**config.mk**
```make
export PLATFORM = sky130hd
export DESIGN_NAME = mem_refill_ctrl
export DESIGN_NICKNAME = d
export VERILOG_FILES = /design/src/rtl/mem_if_pkg.sv /design/src/rtl/wb_fifo.sv /design/src/rtl/mem_refill_ctrl.sv
export SDC_FILE = /design/constraint.sdc
export NUM_CORES = 1
export LEC_CHECK = 0
export ABC_AREA = 1
export ABC_CLOCK_PERIOD_IN_PS = 4700
export CELL_PAD_IN_SITES_DETAIL_PLACEMENT = 1
export CELL_PAD_IN_SITES_GLOBAL_PLACEMENT = 1
export CORE_AREA = 2 2 249 251
export CTS_CLUSTER_DIAMETER = 50
export CTS_CLUSTER_SIZE = 24
export DETAILED_ROUTE_END_ITERATION = 6
export DIE_AREA = 0 0 251 253
export PLACE_DENSITY_LB_ADDON = 0.3
export SLEW_MARGIN = 0
export SYNTH_ARGS = -nofsm -noshare
export SYNTH_HDL_FRONTEND = slang
export SYNTH_SLANG_ARGS = --single-unit
export TNS_END_PERCENT = 30
```
**constraint.sdc**
```tcl
create_clock -name i_clk -period 4.7 [get_ports i_clk]
set_input_delay 1.175 -clock i_clk [delete_from_list [all_inputs] [get_ports i_clk]]
set_output_delay 1.175 -clock i_clk [all_outputs]
set_load 0.03 [all_outputs]
```
**src/rtl/mem_if_pkg.sv**
```systemverilog
// Shared types and helpers for the memory-side refill controller.
// Latency: n/a (types and a pure combinational helper only).
// Backpressure: n/a.
//
// Contents:
//   state_t       - controller FSM states (IDLE, READ, DRAIN)
//   WB_DEPTH_DEF  - default write-back buffer depth
//   word_addr()   - strips the byte offset [1:0] from an address
package mem_if_pkg;

    typedef enum logic [1:0] {
        IDLE  = 2'd0,
        READ  = 2'd1,
        DRAIN = 2'd2
    } state_t;

    localparam int WB_DEPTH_DEF = 4;

    // word_addr works on a fixed maximum width so it can serve any ADDR_W up
    // to 64; callers zero-extend, which keeps compares between two equally
    // sized addresses exact.
    localparam int MAX_ADDR_W  = 64;
    localparam int WORD_ADDR_W = MAX_ADDR_W - 2;

    function automatic logic [WORD_ADDR_W-1:0] word_addr(input logic [MAX_ADDR_W-1:0] addr);
        return WORD_ADDR_W'(addr >> 2);
    endfunction

endpackage

```
**src/rtl/wb_fifo.sv**
```systemverilog
// Write-back buffer: circular FIFO of dirty victims with newest-first address match.
// Latency: push visible to match in the same cycle, to head/empty after 1 edge.
// Backpressure: none; push while full is dropped (sticky overflow) unless a pop frees a slot.
//
// Ports:
//   i_clk, i_rst_n                      clock, async active-low reset
//   i_push, i_push_addr, i_push_data    new entry (one-cycle pulse)
//   i_pop                               retire head entry
//   i_match_addr -> o_hit, o_hit_data   word-address lookup, newest match wins
//   o_head_addr, o_head_data            oldest entry
//   o_empty                             no entries (from registered count)
//   o_full                              registered: DEPTH entries held
//   o_overflow                          registered, sticky: push dropped while full
module wb_fifo
    import mem_if_pkg::*;
#(
    parameter int ADDR_W = 32,
    parameter int DATA_W = 32,
    parameter int DEPTH  = WB_DEPTH_DEF
) (
    input  logic              i_clk,
    input  logic              i_rst_n,
    input  logic              i_push,
    input  logic [ADDR_W-1:0] i_push_addr,
    input  logic [DATA_W-1:0] i_push_data,
    input  logic              i_pop,
    input  logic [ADDR_W-1:0] i_match_addr,
    output logic              o_hit,
    output logic [DATA_W-1:0] o_hit_data,
    output logic [ADDR_W-1:0] o_head_addr,
    output logic [DATA_W-1:0] o_head_data,
    output logic              o_empty,
    output logic              o_full,
    output logic              o_overflow
);

    localparam int PTR_W = $clog2(DEPTH);
    localparam int CNT_W = PTR_W + 1;

    logic [PTR_W-1:0]  r_head;
    logic [PTR_W-1:0]  r_tail;
    logic [CNT_W-1:0]  r_count;
    logic              r_full;
    logic              r_overflow;
    logic [ADDR_W-1:0] r_addr [DEPTH];
    logic [DATA_W-1:0] r_data [DEPTH];

    logic              w_empty;
    logic              w_full;
    logic              w_pop;
    logic              w_push;
    logic [CNT_W-1:0]  w_count_nxt;
    logic [PTR_W-1:0]  w_idx;

    assign w_empty = (r_count == '0);
    assign w_full  = (r_count == CNT_W'(DEPTH));
    assign w_pop   = i_pop && !w_empty;
    // A pop in the same cycle frees the slot the push needs.
    assign w_push  = i_push && (!w_full || w_pop);

    assign w_count_nxt = r_count + CNT_W'(w_push) - CNT_W'(w_pop);

    always_ff @(posedge i_clk or negedge i_rst_n) begin
        if (!i_rst_n) begin
            r_head     <= '0;
            r_tail     <= '0;
            r_count    <= '0;
            r_full     <= 1'b0;
            r_overflow <= 1'b0;
        end else begin
            if (w_push) begin
                r_tail <= r_tail + PTR_W'(1);
            end
            if (w_pop) begin
                r_head <= r_head + PTR_W'(1);
            end
            r_count <= w_count_nxt;
            r_full  <= (w_count_nxt == CNT_W'(DEPTH));
            if (i_push && !w_push) begin
                r_overflow <= 1'b1;
            end
        end
    end

    // Payload storage needs no reset: validity is carried by r_count.
    always_ff @(posedge i_clk) begin
        if (w_push) begin
            r_addr[r_tail] <= i_push_addr;
            r_data[r_tail] <= i_push_data;
        end
    end

    // Walk entries oldest to newest so a later match overrides an earlier one;
    // the entry being pushed this cycle is newer than anything stored.
    always_comb begin
        o_hit      = 1'b0;
        o_hit_data = '0;
        w_idx      = r_head;
        for (int k = 0; k < DEPTH; k++) begin
            w_idx = r_head + PTR_W'(k);
            if ((CNT_W'(k) < r_count) &&
                (word_addr(MAX_ADDR_W'(r_addr[w_idx])) == word_addr(MAX_ADDR_W'(i_match_addr)))) begin
                o_hit      = 1'b1;
                o_hit_data = r_data[w_idx];
            end
        end
        if (w_push &&
            (word_addr(MAX_ADDR_W'(i_push_addr)) == word_addr(MAX_ADDR_W'(i_match_addr)))) begin
            o_hit      = 1'b1;
            o_hit_data = i_push_data;
        end
    end

    assign o_head_addr = r_addr[r_head];
    assign o_head_data = r_data[r_head];
    assign o_empty     = w_empty;
    assign o_full      = r_full;
    assign o_overflow  = r_overflow;

endmodule

```
**src/rtl/mem_refill_ctrl.sv**
```systemverilog
// Cache-to-memory controller: serves miss refills, buffers evictions, forwards buffered data.
// Latency: forward hit fill->valid 1 cycle; memory read fill->mem_req 1 cycle, mem_ack->valid 1 cycle.
// Backpressure: memory holds mem_req until mem_ack; cache is never stalled (evictions overflow sticky).
//
// Ports:
//   i_clk, i_rst_n                          clock, async active-low reset
//   i_fill_req, i_fill_addr                 miss request pulse and address
//   o_fill_valid, o_fill_data               refill data pulse
//   i_wb_req, i_wb_addr, i_wb_data          eviction pulse and victim line
//   o_wb_full, o_wb_overflow                buffer full, sticky drop flag
//   o_busy                                  FSM not IDLE or a fill pending
//   o_mem_req/we/addr/wdata                 registered memory request
//   i_mem_ack, i_mem_rdata                  memory completion and read data
module mem_refill_ctrl
    import mem_if_pkg::*;
#(
    parameter int ADDR_W   = 32,
    parameter int DATA_W   = 32,
    parameter int WB_DEPTH = WB_DEPTH_DEF
) (
    input  logic              i_clk,
    input  logic              i_rst_n,
    input  logic              i_fill_req,
    input  logic [ADDR_W-1:0] i_fill_addr,
    output logic [DATA_W-1:0] o_fill_data,
    output logic              o_fill_valid,
    input  logic              i_wb_req,
    input  logic [ADDR_W-1:0] i_wb_addr,
    input  logic [DATA_W-1:0] i_wb_data,
    output logic              o_wb_full,
    output logic              o_wb_overflow,
    output logic              o_busy,
    output logic              o_mem_req,
    output logic              o_mem_we,
    output logic [ADDR_W-1:0] o_mem_addr,
    output logic [DATA_W-1:0] o_mem_wdata,
    input  logic              i_mem_ack,
    input  logic [DATA_W-1:0] i_mem_rdata
);

    state_t            r_state;
    state_t            w_state_nxt;

    logic              r_pend_vld;
    logic [ADDR_W-1:0] r_pend_addr;
    logic              w_pend_set;
    logic              w_pend_clr;
    logic              w_pend_vld;
    logic [ADDR_W-1:0] w_pend_addr;
    logic              w_pend_vld_nxt;

    logic              r_fill_valid;
    logic [DATA_W-1:0] r_fill_data;
    logic              r_busy;
    logic              r_mem_req;
    logic              r_mem_we;
    logic [ADDR_W-1:0] r_mem_addr;
    logic [DATA_W-1:0] r_mem_wdata;

    logic              w_fill_valid_nxt;
    logic [DATA_W-1:0] w_fill_data_nxt;
    logic              w_mem_req_nxt;
    logic              w_mem_we_nxt;
    logic [ADDR_W-1:0] w_mem_addr_nxt;
    logic [DATA_W-1:0] w_mem_wdata_nxt;
    logic              w_busy_nxt;

    logic              w_pop;
    logic              w_hit;
    logic [DATA_W-1:0] w_hit_data;
    logic [ADDR_W-1:0] w_head_addr;
    logic [DATA_W-1:0] w_head_data;
    logic              w_wb_empty;
    logic              w_wb_full;
    logic              w_wb_overflow;

    // Only one fill may be outstanding; the pending flag stays set through
    // READ, so a second request during READ is ignored as well.
    assign w_pend_set = i_fill_req && !r_pend_vld;

    // A fresh request is evaluated in the cycle it arrives, which is what
    // gives the one-cycle forward-hit and read-issue latency.
    assign w_pend_vld  = r_pend_vld || w_pend_set;
    assign w_pend_addr = r_pend_vld ? r_pend_addr : i_fill_addr;

    wb_fifo #(
        .ADDR_W (ADDR_W),
        .DATA_W (DATA_W),
        .DEPTH  (WB_DEPTH)
    ) u_wb_fifo (
        .i_clk        (i_clk),
        .i_rst_n      (i_rst_n),
        .i_push       (i_wb_req),
        .i_push_addr  (i_wb_addr),
        .i_push_data  (i_wb_data),
        .i_pop        (w_pop),
        .i_match_addr (w_pend_addr),
        .o_hit        (w_hit),
        .o_hit_data   (w_hit_data),
        .o_head_addr  (w_head_addr),
        .o_head_data  (w_head_data),
        .o_empty      (w_wb_empty),
        .o_full       (w_wb_full),
        .o_overflow   (w_wb_overflow)
    );

    always_ff @(posedge i_clk or negedge i_rst_n) begin
        if (!i_rst_n) begin
            r_state <= IDLE;
        end else begin
            r_state <= w_state_nxt;
        end
    end

    always_comb begin
        w_state_nxt      = r_state;
        w_pend_clr       = 1'b0;
        w_pop            = 1'b0;
        w_fill_valid_nxt = 1'b0;
        w_fill_data_nxt  = r_fill_data;
        w_mem_req_nxt    = r_mem_req;
        w_mem_we_nxt     = r_mem_we;
        w_mem_addr_nxt   = r_mem_addr;
        w_mem_wdata_nxt  = r_mem_wdata;

        case (r_state)
            IDLE: begin
                if (w_pend_vld && w_hit) begin
                    w_fill_valid_nxt = 1'b1;
                    w_fill_data_nxt  = w_hit_data;
                    w_pend_clr       = 1'b1;
                end else if (w_pend_vld) begin
                    w_state_nxt    = READ;
                    w_mem_req_nxt  = 1'b1;
                    w_mem_we_nxt   = 1'b0;
                    w_mem_addr_nxt = w_pend_addr;
                end else if (!w_wb_empty) begin
                    w_state_nxt     = DRAIN;
                    w_mem_req_nxt   = 1'b1;
                    w_mem_we_nxt    = 1'b1;
                    w_mem_addr_nxt  = w_head_addr;
                    w_mem_wdata_nxt = w_head_data;
                end
            end
            READ: begin
                if (i_mem_ack) begin
                    w_state_nxt      = IDLE;
                    w_fill_valid_nxt = 1'b1;
                    w_fill_data_nxt  = i_mem_rdata;
                    w_pend_clr       = 1'b1;
                    w_mem_req_nxt    = 1'b0;
                end
            end
            DRAIN: begin
                if (i_mem_ack) begin
                    w_state_nxt   = IDLE;
                    w_pop         = 1'b1;
                    w_mem_req_nxt = 1'b0;
                end
            end
            default: begin
                w_state_nxt   = IDLE;
                w_mem_req_nxt = 1'b0;
            end
        endcase
    end

    assign w_pend_vld_nxt = w_pend_vld && !w_pend_clr;
    assign w_busy_nxt     = (w_state_nxt != IDLE) || w_pend_vld_nxt;

    always_ff @(posedge i_clk or negedge i_rst_n) begin
        if (!i_rst_n) begin
            r_pend_vld   <= 1'b0;
            r_pend_addr  <= '0;
            r_fill_valid <= 1'b0;
            r_fill_data  <= '0;
            r_busy       <= 1'b0;
            r_mem_req    <= 1'b0;
            r_mem_we     <= 1'b0;
            r_mem_addr   <= '0;
            r_mem_wdata  <= '0;
        end else begin
            r_pend_vld   <= w_pend_vld_nxt;
            if (w_pend_set) begin
                r_pend_addr <= i_fill_addr;
            end
            r_fill_valid <= w_fill_valid_nxt;
            r_fill_data  <= w_fill_data_nxt;
            r_busy       <= w_busy_nxt;
            r_mem_req    <= w_mem_req_nxt;
            r_mem_we     <= w_mem_we_nxt;
            r_mem_addr   <= w_mem_addr_nxt;
            r_mem_wdata  <= w_mem_wdata_nxt;
        end
    end

    assign o_fill_valid  = r_fill_valid;
    assign o_fill_data   = r_fill_data;
    assign o_busy        = r_busy;
    assign o_mem_req     = r_mem_req;
    assign o_mem_we      = r_mem_we;
    assign o_mem_addr    = r_mem_addr;
    assign o_mem_wdata   = r_mem_wdata;
    assign o_wb_full     = w_wb_full;
    assign o_wb_overflow = w_wb_overflow;

endmodule

```
==> summary.md <==
| Metric | Value |
|---|---|
| Worst reg-to-reg setup slack | `420 ps` |
| Pre-CTS setup slack | `just over 400 ps` |
| EDFF count, synth | `256` |
| Post-CTS Setup Inserts | `0` |
| 1st-iter DRT viols | `about 2,400` |
| Combinational Power Share | `54.9%` |
| Layout cells sized above 1 | `5.87%` |
| Antenna diodes | `0` |
| Via Count | `25,700` |
| RSZ-0062 raised after global routing | `no` |
| Clock Pin Slew Worst Setup and Hold Paths | `60 ps` |
| Hpwl dp | `67,700 microns` |
| Area growth from synthesis to layout | `20.1%` |
| Post-layout util | `49.9%` |
| Syn Nets | `3,811` |
| Iteration count of the initial detailed-routing pass | `6` |
| Slew @ Worst Pin | `1020 ps` |
| Setup crit start | `u_wb_fifo.r_head[1]` |
| Vias in the first global route | `25,800` |
| Seq cells post-synth | `400` |
| Max Fclk | `approximately 230 MHz` |
| Core ar. | `slightly above 0.06 sq mm` |
| Most frequent cells in the layout | `nand2_1 (1,711), o21ai_0 (322), nand3_1 (305)` |
| Hold Vio Cnt, Final | `0` |
| Reg power frac | `between 20 and 30%` |
| Req. time, crit path | `5270 ps` |
| Worst-Skew Late Latency | `640 ps` |
| Port bufs | `234` |
| PwrDens | `approximately 720 mW/mm^2` |
| Asr flop ratio synth | `36.0%` |
| Max-slew headroom | `31.9%` |
| Die area | `0.0635 sq mm` |
| Switch share | `49.9%` |
| R2R Path Start | `u_wb_fifo.r_head[1]` |
| Final Cycle Share | `91.2%` |
| Wire per inst | `between 20 and 25 microns` |
| Hold Path Class | `flop to flop` |
| Finished Layout Cells | `~4,700` |
| Max-slew violations | `0` |
| Die Width | `251 microns` |
| Most common cell after layout, fill and taps aside | `nand2_1` |
| Clock power frac | `20.0%` |
| Initial antenna violation count | `4` |
| Switching Power | `around 0.011 W` |
| Syn avg cell area | `6.92 sq um` |
| Synth unique cells | `just over 40` |
| Tot Pwr | `0.0218 W` |
| CTS tree | `built` |
| Total wire length | `97,200 microns` |
| Max VDD drop | `0.487 mV` |
| Worst hold start | `o_mem_addr[20]` |
| Root buffer cell | `clkbuf_16` |
| Outcome | `finished clean` |
| First-pass GRT wire length | `149,000 microns` |
| Worst hold slack | `468 ps` |
| Pint | `0.0109 W` |
| Routability congestion estimate | `0.972` |
| Crit path capture type | `flop` |
| Max Cap Viol | `0` |
| # hold bufs at CTS | `0` |
| Synth warn | `0` |
| Fin worst setup slack | `416 ps` |
| Initial Utilization | `41.5%` |
| Tot GR Track Use | `30.6%` |
| Drt via density | `between 5 and 6` |
| # DRC | `0` |
| Post-CTS Resized | `0` |
| Fin crit period | `about 4300 ps` |
| WS Path Type | `flop to flop` |
| Clock Skew | `25.0 ps` |
| Largest net degree at the start of global routing | `203` |
| Register area share after synthesis | `44.5%` |
| CTS Buf Count | `between 50 and 60` |
| Core Rows | `91` |
| Crit-path max FO | `66` |
| Setup violations, final | `0` |
| Antenna viol nets, final | `0` |
| Placed Cells | `around 4,600` |
| Clock sinks | `400` |
| CTS H-Tree Depth | `2` |
| Overflow after GRT | `0` |
| Maximum clock path buffer count | `3` |
| IO Count | `235` |
| WP data arrival | `4850 ps` |
| LEAKAGE | `14.7 nW` |
| Ys flop type | `edfxtp_1` |
| CP Launch Type | `flop` |
| Synth Cell Area | `about 0.025 sq mm` |
| Post-Synthesis Cells | `3,665` |
| Die height | `253 microns` |
| # nets final | `3,981` |
## metal layers
| layer | vias up | part of all wire (%) | GRT usage, % |
|---|---|---|---|
| met5 | - | 0.036 | 0 |
| met4 | 6 | 3.4 | 10.8 |
| met3 | 210 | 8.6 | 6.41 |
| met2 | 947 | 45 | 48.2 |
| met1 | 12400 | 43 | 41.7 |
| li1 | 12100 | - | - |
## stage by stage
step                TNS [ps]  cell area [sq um]
CTS                        0              30400
finish                     0              30400
floorplan              -9910              25400
global route               0              30400
detailed placement         0              28500
global placement           0              28500
## synth_stat cells, drive strengths merged (2+ instances only)
cell type | instances | area (sq um)
o211ai | 11 | 82.6
nand2 | 1717 | 6460
or2 | 2 | 12.5
ha | 12 | 150
xor2 | 4 | 35.0
buf | 109 | 646
and2 | 2 | 12.5
nand3b | 12 | 90.1
nor3 | 3 | 15.0
nand4 | 20 | 125
clkbuf | 74 | 278
nor2 | 237 | 917
inv | 304 | 1140
o21ai | 335 | 1720
nand3 | 306 | 1540
o21bai | 2 | 15.0
edfxtp | 256 | 7690
xnor2 | 3 | 26.3
mux2 | 32 | 360
a21oi | 73 | 377
dfrtp | 144 | 3600
## flip-flops by register name (all words and copies together), names as in the netlist
signal and count:
u_wb_fifo.r_head 2, u_wb_fifo.r_count 3, u_wb_fifo.r_addr 128, o_busy 1, o_fill_valid 1, u_wb_fifo.o_full 1, r_state 2, u_wb_fifo.o_overflow 1
r_pend_vld 1, o_mem_wdata 32, r_pend_addr 32, o_mem_req 1, o_mem_we 1, u_wb_fifo.r_data 128, u_wb_fifo.r_tail 2, o_mem_addr 32
o_fill_data 32
## worst max-delay path, cell delays in order (launching register included)
cell,delay (ps)
dfrtp_4,640
inv_4,390
nand2_1,180
nand2_4,620
nand2_1,200
nand2_1,130
nand2_1,50
nand2_1,200
nand2_1,80
nor2_1,110
nand2_1,60
nor2_1,170
nand3_1,210
nand3_2,160
nand2_1,60
nand2_1,110
nand2_2,120
buf_4,290
nor2_1,160
nand2_1,80
nand2_1,60
## logic make-up after synthesis
kind of cell,Yosys count,share of synthesized area (%)
AND/OR/NAND/NOR,2300,36.2
AO/OA/AOI/OAI,425,8.78
flip-flops,400,44.5
adder cells (fa/ha/maj),13,0.671
multiplexers,32,1.42
XOR/XNOR,7,0.242
buffers and inverters,488,8.17
## power by group through the flow
stage                     clock network (W)  logic, W  registers (W)
after floorplan                           0   0.00673        0.00611
after global placement                    0    0.0114        0.00548
after detailed placement                  0    0.0117        0.00550
after CTS                           0.00443    0.0118        0.00545
after global routing                0.00457    0.0131        0.00557
final                               0.00437    0.0120        0.00545
## final timing paths
check                           cells past startpoint              end
worst min register to register                      2   o_mem_addr[20]
min in group asynchronous                           1  o_fill_data[28]
worst max register to register                     20  o_fill_data[15]
worst max-delay path                               20  o_fill_data[15]
max in group asynchronous                           2  o_fill_data[16]
worst min-delay path                                2   o_mem_addr[20]
## final cells by class
class | count | area [sq um]
clock buffers | 68 | 1470
repair buffers | 296 | 3030
flip-flops and latches | 400 | 11300
fillers | 7821 | 30600
clock inverters | 36 | 444
multi-input cells | 2777 | 12100
inverters | 305 | 1150
well taps | 790 | 988
Power figures use the tool's default switching activity.
